===== src/rtl/ps2_key_receiver.sv =====
// PS/2 keyboard receiver: conditions ps2_clk/ps2_data, deframes 11-bit frames and keeps key-held flags.
// Optional build macro PS2_PARITY_CHECK_EN rejects frames with bad odd parity.
module ps2_key_receiver #(
  parameter int         FILTER_LEN     = 8,
  parameter int         TIMEOUT_CYCLES = 200000,
  parameter logic [7:0] P1_UP_CODE     = 8'h1D,
  parameter logic [7:0] P1_DOWN_CODE   = 8'h1B,
  parameter logic [7:0] P1_LEFT_CODE   = 8'h1C,
  parameter logic [7:0] P1_RIGHT_CODE  = 8'h23,
  parameter logic [7:0] P2_UP_CODE     = 8'h75,
  parameter logic [7:0] P2_DOWN_CODE   = 8'h72,
  parameter logic [7:0] P2_LEFT_CODE   = 8'h6B,
  parameter logic [7:0] P2_RIGHT_CODE  = 8'h74
) (
  input  logic       clk,
  input  logic       reset,
  input  logic       ps2_clk,
  input  logic       ps2_data,
  output logic [7:0] scan_code,
  output logic       code_valid,
  output logic       frame_err,
  output logic       p1_up,
  output logic       p1_down,
  output logic       p1_left,
  output logic       p1_right,
  output logic       p2_up,
  output logic       p2_down,
  output logic       p2_left,
  output logic       p2_right
);

  localparam int FW = $clog2(FILTER_LEN + 1);
  localparam int TW = $clog2(TIMEOUT_CYCLES + 1);

  typedef enum logic [1:0] {IDLE, DATA, PARITY, STOP} state_t;

  state_t          state, next_state;
  logic            clk_s1, clk_s2, data_s1, data_s2;
  logic            filt;
  logic [FW-1:0]   filt_cnt;
  logic            fall;
  logic [2:0]      bit_cnt;
  logic [7:0]      shift_reg;
  logic            par_bit;
  logic [TW-1:0]   tmo_cnt;
  logic            timeout;
  logic            par_ok;
  logic            load_code;
  logic            err_now;
  logic            brk_pending, ext_pending;

  always_ff @(posedge clk or negedge reset) begin
    if (!reset) begin
      clk_s1   <= 1'b1;
      clk_s2   <= 1'b1;
      data_s1  <= 1'b1;
      data_s2  <= 1'b1;
      filt     <= 1'b1;
      filt_cnt <= FW'(FILTER_LEN - 1);
      fall     <= 1'b0;
    end else begin
      clk_s1  <= ps2_clk;
      clk_s2  <= clk_s1;
      data_s1 <= ps2_data;
      data_s2 <= data_s1;
      fall    <= 1'b0;
      if (clk_s2 == filt) begin
        filt_cnt <= FW'(FILTER_LEN - 1);
      end else if (filt_cnt == '0) begin
        // FILTER_LEN consecutive differing samples: accept the new level
        filt     <= clk_s2;
        filt_cnt <= FW'(FILTER_LEN - 1);
        fall     <= filt & ~clk_s2;
      end else begin
        filt_cnt <= filt_cnt - 1'b1;
      end
    end
  end

`ifdef PS2_PARITY_CHECK_EN
  assign par_ok = ^{shift_reg, par_bit};
`else
  // parity bit is captured but never gates acceptance
  assign par_ok = (^{shift_reg, par_bit}) | 1'b1;
`endif

  assign timeout = (state != IDLE) && !fall && (tmo_cnt == '0);

  always_ff @(posedge clk or negedge reset) begin
    if (!reset) state <= IDLE;
    else        state <= next_state;
  end

  always_comb begin
    next_state = state;
    load_code  = 1'b0;
    err_now    = 1'b0;
    if (fall) begin
      case (state)
        IDLE:   if (!data_s2) next_state = DATA;
        DATA:   if (bit_cnt == 3'd7) next_state = PARITY;
        PARITY: next_state = STOP;
        STOP: begin
          next_state = IDLE;
          if (data_s2 && par_ok) load_code = 1'b1;
          else                   err_now   = 1'b1;
        end
        default: next_state = IDLE;
      endcase
    end else if (timeout) begin
      next_state = IDLE;
      err_now    = 1'b1;
    end
  end

  always_ff @(posedge clk or negedge reset) begin
    if (!reset) begin
      bit_cnt    <= '0;
      shift_reg  <= '0;
      par_bit    <= 1'b0;
      tmo_cnt    <= '0;
      scan_code  <= '0;
      code_valid <= 1'b0;
      frame_err  <= 1'b0;
    end else begin
      code_valid <= load_code;
      frame_err  <= err_now;
      if (load_code) scan_code <= shift_reg;
      if (fall || state == IDLE) tmo_cnt <= TW'(TIMEOUT_CYCLES);
      else if (tmo_cnt != '0)    tmo_cnt <= tmo_cnt - 1'b1;
      if (fall) begin
        case (state)
          IDLE:   bit_cnt <= '0;
          DATA: begin
            shift_reg <= {data_s2, shift_reg[7:1]};
            bit_cnt   <= bit_cnt + 1'b1;
          end
          PARITY: par_bit <= data_s2;
          default: ;
        endcase
      end
    end
  end

  always_ff @(posedge clk or negedge reset) begin
    if (!reset) begin
      brk_pending <= 1'b0;
      ext_pending <= 1'b0;
      {p1_up, p1_down, p1_left, p1_right} <= '0;
      {p2_up, p2_down, p2_left, p2_right} <= '0;
    end else if (code_valid) begin
      if (scan_code == 8'hF0) begin
        brk_pending <= 1'b1;
      end else if (scan_code == 8'hE0) begin
        ext_pending <= 1'b1;
      end else begin
        brk_pending <= 1'b0;
        ext_pending <= 1'b0;
        if (ext_pending) begin
          if (scan_code == P2_UP_CODE)    p2_up    <= !brk_pending;
          if (scan_code == P2_DOWN_CODE)  p2_down  <= !brk_pending;
          if (scan_code == P2_LEFT_CODE)  p2_left  <= !brk_pending;
          if (scan_code == P2_RIGHT_CODE) p2_right <= !brk_pending;
        end else begin
          if (scan_code == P1_UP_CODE)    p1_up    <= !brk_pending;
          if (scan_code == P1_DOWN_CODE)  p1_down  <= !brk_pending;
          if (scan_code == P1_LEFT_CODE)  p1_left  <= !brk_pending;
          if (scan_code == P1_RIGHT_CODE) p1_right <= !brk_pending;
        end
      end
    end
  end

endmodule


===== config.mk =====
export PLATFORM = sky130hd
export DESIGN_NAME = ps2_key_receiver
export DESIGN_NICKNAME = d
export VERILOG_FILES = /design/src/rtl/ps2_key_receiver.sv
export SDC_FILE = /design/constraint.sdc
export NUM_CORES = 1
export LEC_CHECK = 0
export ABC_AREA = 1
export BUFFER_PORTS_ARGS = -buffer_cell sky130_fd_sc_hd__clkbuf_2
export CORE_UTILIZATION = 35
export DETAILED_ROUTE_END_ITERATION = 12
export HOLD_SLACK_MARGIN = 0.05
export PLACE_DENSITY = 0.59
export SYNTH_ARGS = -nofsm -noshare
export SYNTH_HDL_FRONTEND = slang
export SYNTH_SLANG_ARGS = --single-unit

===== constraint.sdc =====
create_clock -name clk -period 1.73 [get_ports clk]
set_input_delay 0.2595 -clock clk [delete_from_list [all_inputs] [get_ports clk]]
set_output_delay 0.2595 -clock clk [all_outputs]
set_load 0.05 [all_outputs]

==> summary by stage <==
Power
The power density of the placed cells is 848 nW/um^2. The leakage dissipation is 1.66 nW. The peak supply drop is 0.000468 V.

Yosys
The number of nets in the synthesized netlist is 358. The average instance in the mapped netlist occupies 8.48 um^2. The share of the Yosys chip area taken by registers is 0.525. The number of synthesis warnings is 0. The count of state elements after synthesis is 61. The cell area that synthesis handed to floorplanning was 2930 um^2.

After synthesis, the netlist uses 28 different library cells. The gate count of the mapped netlist is 345.

Die
The die is 93.4 um wide. The floorplan step defined a die boundary enclosing 8730 um^2. The floorplan step set the die height to 93.4 um. The number of rows in the core area is 32. The effective utilization at floorplan is 0.371. In this run the standard cell core region covers 7890 um^2. The I/O pin count is 22.

Final layout
The share of cells above drive strength 1 is 0.168. The number of nets in the layout is 395. The area overhead of the layout relative to synthesis is 16.7%. The utilization of the core after routing is 0.433. The repair_antennas step left the layout with diodes totalling 0. The most frequent standard cell in the layout excluding fill and tap cells is nand2_1. The number of flip-flops in the largest register is 18. Leaving out fill and tap cells, the most frequent cells in the layout are 77 x nand2_1, 53 x dfrtp_1, 46 x nor2_1, 44 x inv_1, 30 x o21ai_0.

GRT
For this run, global-route usage on met1 was measured as 0.192. The via count of the first global-routing pass is 2241. The met2 global-route usage is 0.238.

The total overflow left after global routing is 0. Entering global routing, the biggest net connects 62 pins. The initial antenna violation count was 0. In the global route stage, overall resource usage came out at 0.152. For this run, global-route usage on met3 was measured as 0.0561. The first-pass GRT wire length is 10.2 mm. The layer with the highest usage after global routing is met2.

Clock tree
The insertion delay to the later sink of the worst-skew pair is 340 ps. The CTS tree is done. After clock tree synthesis, the repair step resized 0 gates. The clock slew at the register clock pins of the worst setup and hold paths is 70 ps.

The post-CTS setup buffer count is 0. The quantity of hold-fixing buffers added after cts is 3. In this run the number of H-tree levels came out at 3. The clock passes through at most 2 buffers.

The number of buffers inserted during clock tree synthesis is 9. The root buffer cell chosen for the clock tree is clkbuf_8. The number of sinks handled by clock tree synthesis is 61.

STA
Derived from the worst setup path, the maximum achievable clock frequency is 628 MHz. Measured against its own limit, the worst slew margin works out to 0.651. The final clock period utilization by the worst path is 0.920. The final count of negative-setup-slack endpoints is 0.

The minimum period implied by the final worst setup slack is 1590 ps. The final count of pins violating max slew came to 0. The post-route clock skew is 13.2 ps.

The final total negative setup slack is 0 ps. Setup repair after global routing left no endpoint under its margin. The number of hold violations in the final report is 0.

For the pin with the worst max-slew slack, the measured transition is 521 ps.

Worst setup path
The element type at the critical path start is a register. The required time reported for the critical path endpoint is 1950 ps. The critical path is of the reg -> reg type. Data on the critical path arrives at its endpoint at 1810 ps. Along the worst path, the maximum fanout reaches 9.

The worst setup path is captured at a register. For flop-to-flop paths, the worst setup slack is 140 ps.

Worst hold path
The path type of the worst min-delay path is reg -> reg.

Route
The final routed wirelength across all metal layers is 5.54 mm. The total via count in the routed design is 2254. Once detail routing completed, the nets flagged for antenna violations numbered 0. The total iterations of the first detailed-routing run is 4. After detailed routing, the number of remaining DRC violations is 0. After detailed routing, the average wire length per cell comes to 11.3 um.

After the first detailed-routing iteration, the DRC count stood at 118. Dividing the detail-routed via count by the number of cells gives 4.61.

Placement
The HPWL reported at the end of detailed placement is 3.96 mm. The placer's final routability congestion estimate is 0.825. Buffers placed on the I/O ports in this run total 21.

Status
The run finished with clean final reports.

Job
The number of max-capacitance violations reported is 0.
-- report_power, final --
| group | internal (mW) | switching [mW] | leakage (nW) |
|---|---|---|---|
| registers | 1.48 | 0.0179 | 0.793 |
| logic | 0.0424 | 0.0788 | 0.767 |
| clock network | 0.744 | 0.531 | 0.101 |
-- per-stage QoR --
stage	std cells	setup slack (ps)	hold slack, ps	total power, mW	instance area (um^2)
after floorplan	345	211	-36.1	1.59	2930
after global placement	470	206	299	1.64	3190
after CTS	489	145	358	2.94	3410
after global routing	489	2.78	364	3.03	3410
final	489	139	356	2.89	3410
after detailed placement	470	134	301	1.64	3190
-- routing by layer --
layer / wire [um] / part of all wire
met3: 221 / 0.040
met1: 2750 / 0.50
met2: 2530 / 0.46
met5: 0 / 0
met4: 38 / 0.0069
-- cell families after synthesis --
kind of cell             Yosys count  synth area share
AO/OA/AOI/OAI                     43            0.0761
XOR/XNOR                           7            0.0210
adder cells (fa/ha/maj)            9            0.0385
buffers and inverters             50            0.0680
flip-flops                        61             0.525
AND/OR/NAND/NOR                  175             0.271
-- synth_stat cells (all sizes together) --
| cell | instances | area, um^2 |
|---|---|---|
| a21oi | 9 | 45.0 |
| buf | 2 | 18.8 |
| clkbuf | 1 | 3.75 |
| dfrtp | 53 | 1330 |
| dfstp | 8 | 210 |
| ha | 9 | 113 |
| inv | 47 | 176 |
| nand2 | 79 | 302 |
| nand3 | 23 | 120 |
| nand4 | 7 | 58.8 |
| nor2 | 53 | 231 |
| nor3 | 9 | 56.3 |
| nor4 | 1 | 6.26 |
| o211ai | 1 | 7.51 |
| o21ai | 31 | 155 |
| o31ai | 2 | 15.0 |
| or2 | 3 | 18.8 |
| xnor2 | 1 | 8.76 |
| xor2 | 6 | 52.6 |
-- worst paths after layout --
path                       startpoint     endpoint  cells past startpoint
max reg2reg                tmo_cnt[1]  tmo_cnt[11]                      7
max                        tmo_cnt[1]  tmo_cnt[11]                      7
min in group asynchronous       reset   tmo_cnt[7]                      3
max in group asynchronous       reset      data_s1                      3
min reg2reg                    clk_s1       clk_s2                      0
min                            clk_s1       clk_s2                      0
-- layout make-up --
class | instances | area [um^2]
Clock buffer | 14 | 163
Sequential cell | 61 | 1540
Clock inverter | 2 | 35.0
Multi-Input combinational cell | 234 | 1190
Timing Repair Buffer | 29 | 185
Tap cell | 102 | 128
Fill cell | 762 | 4470
Inverter | 47 | 176
-- critical path, cell delays in order, from the launching register on --
cell and delay (ps):
dfrtp_1 380, inv_1 80, ha_1 240, nand2_2 100, nor2_4 200, nand3_2 250, nand4_1 140, o211ai_1 80
No activity file was read; power rests on OpenSTA's default activity.
